[config.mk]
export PLATFORM = sky130hd
export DESIGN_NAME = lsd_round_sched_flat
export DESIGN_NICKNAME = d
export VERILOG_FILES = /design/src/rtl/spook_pkg.sv /design/src/rtl/lsd_round_sched_if.sv /design/src/rtl/lsd_req_latch.sv /design/src/rtl/lsd_round_sched.sv /design/src/flat_wrapper.sv
export SDC_FILE = /design/constraint.sdc
export NUM_CORES = 1
export LEC_CHECK = 0
export BUFFER_PORTS_ARGS = -buffer_cell sky130_fd_sc_hd__clkbuf_2
export CAP_MARGIN = 30
export CORE_AREA = 5 5 63 51
export CTS_CLUSTER_SIZE = 8
export DETAILED_ROUTE_END_ITERATION = 8
export DIE_AREA = 0 0 68 56
export HOLD_SLACK_MARGIN = 0.03
export PLACE_DENSITY_LB_ADDON = 0.2
export SYNTH_ARGS = -nofsm -noshare
export SYNTH_HDL_FRONTEND = slang
export SYNTH_SLANG_ARGS = --single-unit
export TNS_END_PERCENT = 1
[constraint.sdc]
create_clock -name clk -period 2.5 [get_ports clk]
set_input_delay 0.25 -clock clk [delete_from_list [all_inputs] [get_ports clk]]
set_output_delay 0.25 -clock clk [all_outputs]
set_load 0.005 [all_outputs]
[src/rtl/spook_pkg.sv]
// spook_pkg: shared types and defaults for the Spook round-unit sequencer.
// Latency: n/a (declarations only).
// Backpressure: n/a.
// Contents: FSM state encoding, default step/round counts, ru_sel lane encodings.
package spook_pkg;

    typedef enum logic [2:0] {
        ST_IDLE  = 3'd0,
        ST_LOAD  = 3'd1,
        ST_ROUND = 3'd2,
        ST_DBOX  = 3'd3,
        ST_FINAL = 3'd4,
        ST_DONE  = 3'd5
    } state_t;

    localparam int NUM_STEPS_DEF       = 6;
    localparam int ROUNDS_PER_STEP_DEF = 2;

    localparam logic SEL_CLYDE  = 1'b0;
    localparam logic SEL_SHADOW = 1'b1;

endpackage

[src/rtl/lsd_round_sched_if.sv]
// lsd_round_sched_if: controller/round-unit control bundle of the LS round scheduler.
// Latency: n/a (wires only).
// Backpressure: none; starts are pulses, dones are one-cycle pulses.
// master = AEAD controller side (drives starts/inv), slave = scheduler side.
interface lsd_round_sched_if;
    logic       start_tls;
    logic       start_perm;
    logic       inv;
    logic       tls_done;
    logic       perm_done;
    logic       busy;
    logic       ru_sel;
    logic       ru_ld;
    logic       ru_en;
    logic       ru_inv;
    logic       dbox_en;
    logic       tk_add;
    logic [2:0] step_idx;
    logic       round_idx;
    logic       req_overrun;

    modport master (
        output start_tls, start_perm, inv,
        input  tls_done, perm_done, busy, ru_sel, ru_ld, ru_en, ru_inv,
               dbox_en, tk_add, step_idx, round_idx, req_overrun
    );

    modport slave (
        input  start_tls, start_perm, inv,
        output tls_done, perm_done, busy, ru_sel, ru_ld, ru_en, ru_inv,
               dbox_en, tk_add, step_idx, round_idx, req_overrun
    );
endinterface

[src/rtl/lsd_req_latch.sv]
// lsd_req_latch: one-deep pending flag for a primitive's start request, with duplicate detect.
// Latency: req is combinational from start (same-cycle bypass); flag set on the next edge.
// Backpressure: a start while already pending or active is dropped and reported on overrun.
// Ports: clk/rst, start pulse, active (primitive occupying the round unit), grant, req, overrun.
module lsd_req_latch (
    input  logic clk,
    input  logic rst,
    input  logic start,
    input  logic active,
    input  logic grant,
    output logic req,
    output logic overrun
);
    logic pend;
    logic accept;

    assign accept  = start & ~pend & ~active;
    assign req     = pend | accept;
    assign overrun = start & (pend | active);

    // A grant consumes either the stored flag or the bypassed start.
    always_ff @(posedge clk or posedge rst) begin
        if (rst) begin
            pend <= 1'b0;
        end else if (grant) begin
            pend <= 1'b0;
        end else if (accept) begin
            pend <= 1'b1;
        end
    end
endmodule

[src/rtl/lsd_round_sched.sv]
// lsd_round_sched: sequences the shared LS round unit for Clyde-128 (TBC) and Shadow-512 (permutation).
// Latency: start-in-IDLE to done pulse 20 cycles (Shadow) / 15 (Clyde); 14 / 9 with UNROLL2_EN.
// Backpressure: none; one pending request per primitive, duplicates dropped and flagged in sticky req_overrun.
// Ports: clk, rst (async active-high), bus (slave): start_tls/start_perm/inv in; tls_done/perm_done,
//        busy, ru_sel/ru_ld/ru_en/ru_inv/dbox_en/tk_add, step_idx/round_idx, req_overrun out.
// Build option: UNROLL2_EN -- round unit does both rounds of a step per ru_en, round_idx tied 0.
module lsd_round_sched
    import spook_pkg::*;
#(
    parameter int NUM_STEPS       = NUM_STEPS_DEF,
    parameter int ROUNDS_PER_STEP = ROUNDS_PER_STEP_DEF
) (
    input logic               clk,
    input logic               rst,
    lsd_round_sched_if.slave  bus
);

    generate
        if (NUM_STEPS < 1 || NUM_STEPS > 8) begin : g_bad_steps
            $error("lsd_round_sched: NUM_STEPS must be 1..8 (3-bit step_idx)");
        end
`ifdef UNROLL2_EN
        if (ROUNDS_PER_STEP != 2) begin : g_bad_rps
            $error("lsd_round_sched: ROUNDS_PER_STEP must be 2 when unrolled");
        end
`else
        if (ROUNDS_PER_STEP < 1 || ROUNDS_PER_STEP > 2) begin : g_bad_rps
            $error("lsd_round_sched: ROUNDS_PER_STEP must be 1..2 (1-bit round_idx)");
        end
`endif
    endgenerate

    localparam logic [2:0] LAST_STEP = 3'(NUM_STEPS - 1);

    state_t     state, state_nxt;
    logic       sel_q, inv_q, ovr_q;
    logic [2:0] step_q;
    logic       rnd_q;
    logic       req_perm, req_tls, ovr_perm, ovr_tls;
    logic       grant_win, grant_perm, grant_tls;
    logic       busy_c, clyde, last_round, last_step;

    assign busy_c    = (state == ST_LOAD) || (state == ST_ROUND) ||
                       (state == ST_DBOX) || (state == ST_FINAL);
    assign clyde     = (sel_q == SEL_CLYDE);
    // DONE arbitrates like IDLE so a queued request loads straight after the done pulse.
    assign grant_win  = (state == ST_IDLE) || (state == ST_DONE);
    assign grant_perm = grant_win & req_perm;
    assign grant_tls  = grant_win & req_tls & ~req_perm;
    // inv_q is 0 for Shadow, so Shadow always walks forward.
    assign last_step  = inv_q ? (step_q == 3'd0) : (step_q == LAST_STEP);

    lsd_req_latch u_perm_latch (
        .clk     (clk),
        .rst     (rst),
        .start   (bus.start_perm),
        .active  (busy_c & (sel_q == SEL_SHADOW)),
        .grant   (grant_perm),
        .req     (req_perm),
        .overrun (ovr_perm)
    );

    lsd_req_latch u_tls_latch (
        .clk     (clk),
        .rst     (rst),
        .start   (bus.start_tls),
        .active  (busy_c & clyde),
        .grant   (grant_tls),
        .req     (req_tls),
        .overrun (ovr_tls)
    );

`ifdef UNROLL2_EN
    assign last_round = 1'b1;
    assign rnd_q      = 1'b0;
`else
    localparam logic LAST_RND = 1'(ROUNDS_PER_STEP - 1);

    assign last_round = inv_q ? (rnd_q == 1'b0) : (rnd_q == LAST_RND);

    always_ff @(posedge clk or posedge rst) begin
        if (rst) begin
            rnd_q <= 1'b0;
        end else if (grant_perm) begin
            rnd_q <= 1'b0;
        end else if (grant_tls) begin
            rnd_q <= bus.inv ? LAST_RND : 1'b0;
        end else if (state == ST_ROUND) begin
            if (!last_round) begin
                rnd_q <= inv_q ? (rnd_q - 1'b1) : (rnd_q + 1'b1);
            end else if (clyde) begin
                rnd_q <= inv_q ? LAST_RND : 1'b0;
            end
        end else if (state == ST_DBOX) begin
            rnd_q <= 1'b0;
        end
    end
`endif

    // State register
    always_ff @(posedge clk or posedge rst) begin
        if (rst) begin
            state <= ST_IDLE;
        end else begin
            state <= state_nxt;
        end
    end

    // Next-state logic
    always_comb begin
        state_nxt = state;
        case (state)
            ST_IDLE, ST_DONE: state_nxt = (grant_perm | grant_tls) ? ST_LOAD : ST_IDLE;
            ST_LOAD:          state_nxt = ST_ROUND;
            ST_ROUND: begin
                if (last_round) begin
                    if (!clyde) begin
                        state_nxt = ST_DBOX;
                    end else if (last_step) begin
                        state_nxt = ST_FINAL;
                    end
                end
            end
            ST_DBOX:          state_nxt = last_step ? ST_DONE : ST_ROUND;
            ST_FINAL:         state_nxt = ST_DONE;
            default:          state_nxt = ST_IDLE;
        endcase
    end

    // Grant-time context and step counter; sel/inv stay frozen until the next grant.
    always_ff @(posedge clk or posedge rst) begin
        if (rst) begin
            sel_q  <= SEL_CLYDE;
            inv_q  <= 1'b0;
            step_q <= 3'd0;
            ovr_q  <= 1'b0;
        end else begin
            ovr_q <= ovr_q | ovr_perm | ovr_tls;
            if (grant_perm) begin
                sel_q  <= SEL_SHADOW;
                inv_q  <= 1'b0;
                step_q <= 3'd0;
            end else if (grant_tls) begin
                sel_q  <= SEL_CLYDE;
                inv_q  <= bus.inv;
                step_q <= bus.inv ? LAST_STEP : 3'd0;
            end else if (state == ST_ROUND && last_round && clyde) begin
                step_q <= inv_q ? (step_q - 3'd1) : (step_q + 3'd1);
            end else if (state == ST_DBOX) begin
                step_q <= step_q + 3'd1;
            end
        end
    end

    // Output logic
    always_comb begin
        bus.busy        = busy_c;
        bus.ru_ld       = (state == ST_LOAD);
        bus.ru_en       = (state == ST_ROUND);
        bus.dbox_en     = (state == ST_DBOX);
        // Clyde adds the tweakey at load and after every step's last round.
        bus.tk_add      = clyde & ((state == ST_LOAD) || (state == ST_ROUND && last_round));
        bus.tls_done    = (state == ST_DONE) & clyde;
        bus.perm_done   = (state == ST_DONE) & ~clyde;
        bus.ru_sel      = (state != ST_IDLE) & sel_q;
        bus.ru_inv      = (state != ST_IDLE) & inv_q;
        bus.step_idx    = step_q;
        bus.round_idx   = rnd_q;
        bus.req_overrun = ovr_q;
    end

endmodule

[src/flat_wrapper.sv]
// flat-port wrapper written by rule: the top's interface ports become plain ports
module lsd_round_sched_flat import spook_pkg::*;
#(
    parameter int NUM_STEPS       = NUM_STEPS_DEF,
    parameter int ROUNDS_PER_STEP = ROUNDS_PER_STEP_DEF
)
  (clk, rst, bus_start_tls, bus_start_perm, bus_inv, bus_tls_done, bus_perm_done, bus_busy, bus_ru_sel, bus_ru_ld, bus_ru_en, bus_ru_inv, bus_dbox_en, bus_tk_add, bus_step_idx, bus_round_idx, bus_req_overrun);
  lsd_round_sched_if bus_i ();
  input logic clk;
  input logic rst;
  input wire logic [$bits(bus_i.start_tls)-1:0] bus_start_tls;
  input wire logic [$bits(bus_i.start_perm)-1:0] bus_start_perm;
  input wire logic [$bits(bus_i.inv)-1:0] bus_inv;
  output wire logic [$bits(bus_i.tls_done)-1:0] bus_tls_done;
  output wire logic [$bits(bus_i.perm_done)-1:0] bus_perm_done;
  output wire logic [$bits(bus_i.busy)-1:0] bus_busy;
  output wire logic [$bits(bus_i.ru_sel)-1:0] bus_ru_sel;
  output wire logic [$bits(bus_i.ru_ld)-1:0] bus_ru_ld;
  output wire logic [$bits(bus_i.ru_en)-1:0] bus_ru_en;
  output wire logic [$bits(bus_i.ru_inv)-1:0] bus_ru_inv;
  output wire logic [$bits(bus_i.dbox_en)-1:0] bus_dbox_en;
  output wire logic [$bits(bus_i.tk_add)-1:0] bus_tk_add;
  output wire logic [$bits(bus_i.step_idx)-1:0] bus_step_idx;
  output wire logic [$bits(bus_i.round_idx)-1:0] bus_round_idx;
  output wire logic [$bits(bus_i.req_overrun)-1:0] bus_req_overrun;
  assign bus_i.start_tls = bus_start_tls;
  assign bus_i.start_perm = bus_start_perm;
  assign bus_i.inv = bus_inv;
  assign bus_tls_done = bus_i.tls_done;
  assign bus_perm_done = bus_i.perm_done;
  assign bus_busy = bus_i.busy;
  assign bus_ru_sel = bus_i.ru_sel;
  assign bus_ru_ld = bus_i.ru_ld;
  assign bus_ru_en = bus_i.ru_en;
  assign bus_ru_inv = bus_i.ru_inv;
  assign bus_dbox_en = bus_i.dbox_en;
  assign bus_tk_add = bus_i.tk_add;
  assign bus_step_idx = bus_i.step_idx;
  assign bus_round_idx = bus_i.round_idx;
  assign bus_req_overrun = bus_i.req_overrun;
  lsd_round_sched #(.NUM_STEPS(NUM_STEPS), .ROUNDS_PER_STEP(ROUNDS_PER_STEP)) u_core (.clk(clk), .rst(rst), .bus(bus_i));
endmodule
After elaboration in Yosys (flattened, before gate mapping)
Index checks and enable logic that the tools add are counted.

Flip-flop bits (word level): 12. Input bits: 5. Output and inout port bits: 14. Logic and storage cells: 100.

Add/subtract/negate cells: 4. Equality and inequality tests: 9. Mux-type cells: 31. Bitwise gates (word level): 30. Reductions and logical operators: 18.

Operators by type and width (count): $mux W3 (10); $mux W1 (20); $and A1 B1 Y1 (16); $pmux W3 S5 (1); $eq A3 B3 Y1 const B (3); $reduce_bool A4 Y1 (2); $not A1 Y1 (7); $or A1 B1 Y1 (7); $eq A3 B2 Y1 const B (2); $logic_not A3 Y1 (2); $reduce_bool A2 Y1 (3); $logic_or A1 B1 Y1 (5); $ne A5 B5 Y1 const B (1); $reduce_and A2 Y1 (2); $add A3 B1 Y3 const B (1); $eq A3 B1 Y1 const B (1); $ne A3 B1 Y1 const B (1); $reduce_bool A3 Y1 (1); $sub A3 B1 Y3 const B (1); $logic_and A1 B1 Y1 (2); $ne A2 B1 Y1 const B (1); $reduce_or A2 Y1 (1); $add A1 B1 Y1 const B (1); $sub A1 B1 Y1 const B (1).

Logic depth before layout (Yosys ltp)
Depth in word-level cells: 13. Mapped depth: 7. Gate-level depth less buffers: 7.

Hierarchy
From an unflattened synthesis, not the netlist that was laid out.

Cell total of the unflattened synthesis: 108. Area, all modules: 924.6 um^2.

By module, submodules not included: lsd_round_sched (instances 1, cells each 94, area an instance 792.0 um^2, seq. area each 250.2 um^2); lsd_req_latch (instances 2, cells each 7, area an instance 66.3 um^2, seq. area each 25.0 um^2).

Worst setup path after synthesis
Ideal clock, no wire load.

Kind: register -> register. From: register u_core.inv_q. To: register u_core.step_q[2] (netlist: u_core.bus.step_idx[2]). Library setup time: 0.140 ns. Data arrival time: 1.576 ns. Required time: 2.360 ns. Path slack: 0.783 ns. Stages on the path, launching flop included: 8. Buffers on the path: 0. Period minus slack after synthesis: 1.717 ns. Path through: dfrtp_1 inv_1 ha_1 nor2b_1 or2_2 nand2_1 mux2i_1 o211ai_1.

Longest elaborated chain between the ends: 6. Elaborated cells on any way between the ends: 8. Those cells by class: 5 x mux; 3 x reduce/logical.

RTL lines: start, declared (RTL line lsd_round_sched.sv:36) `logic sel_q, inv_q, ovr_q;`; start signal, assigned (RTL line lsd_round_sched.sv:145) `inv_q <= bus.inv;`; $mux W1 (RTL line lsd_round_sched.sv:79) `assign last_round = inv_q ? (rnd_q == 1'b0) : (rnd_q == LAST_RND);`; $logic_and A1 B1 Y1 (2 in a row) (RTL line lsd_round_sched.sv:147) `end else if (state == ST_ROUND && last_round && clyde) begin`; $mux W3 (RTL line lsd_round_sched.sv:147); $mux W3 (RTL line lsd_round_sched.sv:143) `end else if (grant_tls) begin`; $mux W3 (RTL line lsd_round_sched.sv:139) `if (grant_perm) begin`; end signal, assigned (RTL line lsd_round_sched.sv:146) `step_q <= bus.inv ? LAST_STEP : 3'd0;`; end signal, assigned (RTL line lsd_round_sched.sv:148) `step_q <= inv_q ? (step_q - 3'd1) : (step_q + 3'd1);`; end signal, assigned (RTL line lsd_round_sched.sv:150) `step_q <= step_q + 3'd1;`; end, declared (RTL line lsd_round_sched.sv:37) `logic [2:0] step_q;`.

Several ways; a longest one is shown, not always the timed one. A chain may end at the register's enable or synchronous reset.

Final worst setup path
From: register u_core.inv_q. To: output port bus_tk_add.

Longest elaborated chain between the ends: 4.

RTL lines: $mux W1 (RTL line lsd_round_sched.sv:79); $logic_and A1 B1 Y1 (RTL line lsd_round_sched.sv:162) `bus.tk_add = clyde & ((state == ST_LOAD) || (state == ST_ROUND && last_round));`; $logic_or A1 B1 Y1 (RTL line lsd_round_sched.sv:162); $and A1 B1 Y1 (RTL line lsd_round_sched.sv:162); end, declared (RTL line flat_wrapper.sv:22) `output wire logic [$bits(bus_i.tk_add)-1:0] bus_tk_add;`.

Every way passes these cells.

==> results.yml <==
run_status:
  status: "finished clean"
timing:
  post-route-period-util_pct: 80.3
  tns_ns: 0
  fin_worst_skew_ns: 0.00339
  fmax_ghz: 0.498
  hold_viol_final: 0
  max_slew_margin_pct: 67.9
  period_minus_slack_ns: 2.01
  rsz0062_at_grt: "no"
  worst_slew_pin_slew_ns: 0.481
  slew_violations: 0
  setup-violations-final: 0
yosys:
  yosysWarnings: 0
  netlist_area_um2: 952
  synth_most_common_cell: "nor2_1"
  synth_cell_type_count: 38
  synthTopCellsByArea: "dfrtp_1 32%, ha_1 7.9%, nor2_1 5.5%"
  synth_top_area_share_pct: 31.5
  yosysSeqAreaShare_pct: 31.5
  synthFlopType: "dfrtp_1"
  synth_enable_flop_cells: 0
  yosys_register_bits: 12
  async_flop_share_pct: 100
  synth_area_leader_cell: "dfrtp_1"
  syn_nets: 119
  avgSynthCellArea_um2: 8.82
  synth_cells: 108
  synth_common_cells: "14 x nor2_1, 12 x dfrtp_1, 12 x inv_1, 9 x a21oi_1, 9 x nand2_1"
floorplan:
  core_um2: 2500
  rows: 16
  die_w_um: 68
  top_level_ports: 19
  dieHeight_um: 56
  dieArea_um2: 3810
  initial_core_util_pct: 38.0
placement:
  gp_congestion: 0.795
  dp_hpwl_mm: 1.69
  placed_cell_area_um2: 1050
  portBuffers: 18
clock_tree:
  cts_tree: "built"
  cts_root_buffer: "clkbuf_4"
  cts.sink_count: 12
  clk_latency_ns: 0.28
  clk_pin_slew_worst_paths_ns: 0.08
  cts_buffer_depth: 2
  cts_buffers: 3
  cts_max_level: 1
final_layout:
  final_area_um2: 1100
  drive_above_1_share_pct: 28.1
  n_antenna_cell: 0
  fin_nets: 140
  area_growth_pct: 15.5
worst_setup_path:
  slowest_stage: "dfrtp_1"
  cp_top_family: "flip-flops"
  r2r_setup_slack_ns: 0.49
  end_kind: "output port"
  crit_type: "flop to output port"
  cp_slowest_stage_delay_ns: 0.50
  timing.critical_path.buf_inv: 2
  start_kind: "flop"
  crit_chain: "inv_1, ha_1, and2b_2, a21oi_1, nor3_1, clkbuf_2"
  crit_fanout: 9
  worstPathArrival_ns: 1.76
  critical_path_required_ns: 2.25
pwr:
  power.leakage_nw: 0.530
  vdd_drop_max_uv: 587
  power_density_nw_per_um2: 1280
route:
  drc_errors: 0
  vias: 825
  wl_mm: 2.24
  antenna_left: 0
  wl_per_cell_um: 13.6
  drt-vias-per-instance: 5.03
  drtPass1Iterations: 4
  drtIter0Drc: 60
global_route:
  grt_max_degree: 13
  grt_pass1_vias: 780
  antenna_found_initial: 0
  grt_pass1_wl_mm: 3.72
  overflow: 0
  track_usage_pct: 12.5
run:
  maxCapViolCount: 0
worst_hold_path:
  hp-class: "input pin to flop"
sequential cells by signal (all words and copies together), names as in the netlist:
signal / flops
u_core.bus.req_overrun: 1
u_core.u_tls_latch.pend: 1
u_core.u_perm_latch.pend: 1
u_core.sel_q: 1
u_core.bus.round_idx: 1
u_core.state: 3
u_core.bus.step_idx: 3
u_core.inv_q: 1
stage by stage:
stage	power (mW)	util (%)	std cells	hold slack (ns)	setup slack, ns
finish	1.41	44.0	164	0.270	0.493
global route	1.54	44.0	164	0.292	0.312
CTS	1.41	44.0	164	0.264	0.496
detailed placement	1.24	42.1	159	0.282	0.524
global placement	1.23	42.1	159	0.279	0.538
floorplan	1.04	-	108	0.115	0.783
logic make-up (layout without fill, tap and decap cells):
family,Yosys count,after routing,synth area share (%)
adder cells (fa/ha/maj),6,6,7.88
flip-flops,12,12,31.5
AO/OA/AOI/OAI,30,30,26.0
AND/OR/NAND/NOR,41,41,22.5
multiplexers,2,2,2.10
XOR/XNOR,1,1,0.920
buffers and inverters,16,36,9.07
report_power, final:
group / internal (mW) / switching [mW] / leakage [nW]
Clock: 0.0886 / 0.0707 / 0.0210
Sequential: 0.274 / 0.159 / 0.142
Combinational: 0.374 / 0.440 / 0.367
final timing paths:
check	start	depth (start not counted)	to
max in group asynchronous	rst	3	u_core.state[2]$_DFFE_PP0P_
min in group asynchronous	rst	3	u_core.bus.round_idx$_DFFE_PP0P_
setup reg to reg	u_core.inv_q$_DFFE_PP0P_	7	u_core.bus.step_idx[2]$_DFFE_PP0P_
hold reg to reg	u_core.bus.req_overrun$_DFF_PP0_	2	u_core.bus.req_overrun$_DFF_PP0_
setup / recovery	u_core.inv_q$_DFFE_PP0P_	6	bus_tk_add
hold / removal	bus_inv	3	u_core.inv_q$_DFFE_PP0P_
cell usage in the layout (no fill, tap or decap), types with 2 or more instances in the layout:
| master | n |
|---|---|
| clkbuf_4 | 3 |
| ha_1 | 6 |
| a22oi_1 | 2 |
| nand3b_1 | 2 |
| nor3_1 | 2 |
| dfrtp_1 | 12 |
| inv_1 | 12 |
| nor2_1 | 14 |
| o211ai_1 | 2 |
| mux2i_1 | 2 |
| and2_2 | 3 |
| clkbuf_2 | 18 |
| nand2_1 | 9 |
| a21oi_1 | 9 |
| o21ai_0 | 6 |
timing repair:
| item | CTS | global route |
|---|---|---|
| setup buffers | 0 | 0 |
| endpoints found under the hold margin | 12 | 0 |
| hold buffers | 1 | 0 |
| resized for setup | 0 | 0 |
layout make-up:
cell class	count	area (um^2)
clock buffers	4	36.3
inverters	12	45.0
well taps	36	45.0
fillers	268	1400
repair buffers	20	108
multi-input cells	80	566
flip-flops and latches	12	300
worst min-delay path: cells and delay by family:
kind / cells / cell delay (ns)
AO/OA/AOI/OAI: 1 / 0.11
buffers and inverters: 1 / 0.08
AND/OR/NAND/NOR: 1 / 0.07
metal layers:
layer | track usage (%) | routed length (um) | vias to the layer above
met4 | 1.70 | 0 | 0
met5 | 0 | 0 | -
li1 | - | - | 416
met3 | 5.25 | 193 | 0
met2 | 16.9 | 911 | 32
met1 | 18.8 | 1130 | 377
Note: power is estimated with default switching activity, not from simulation.
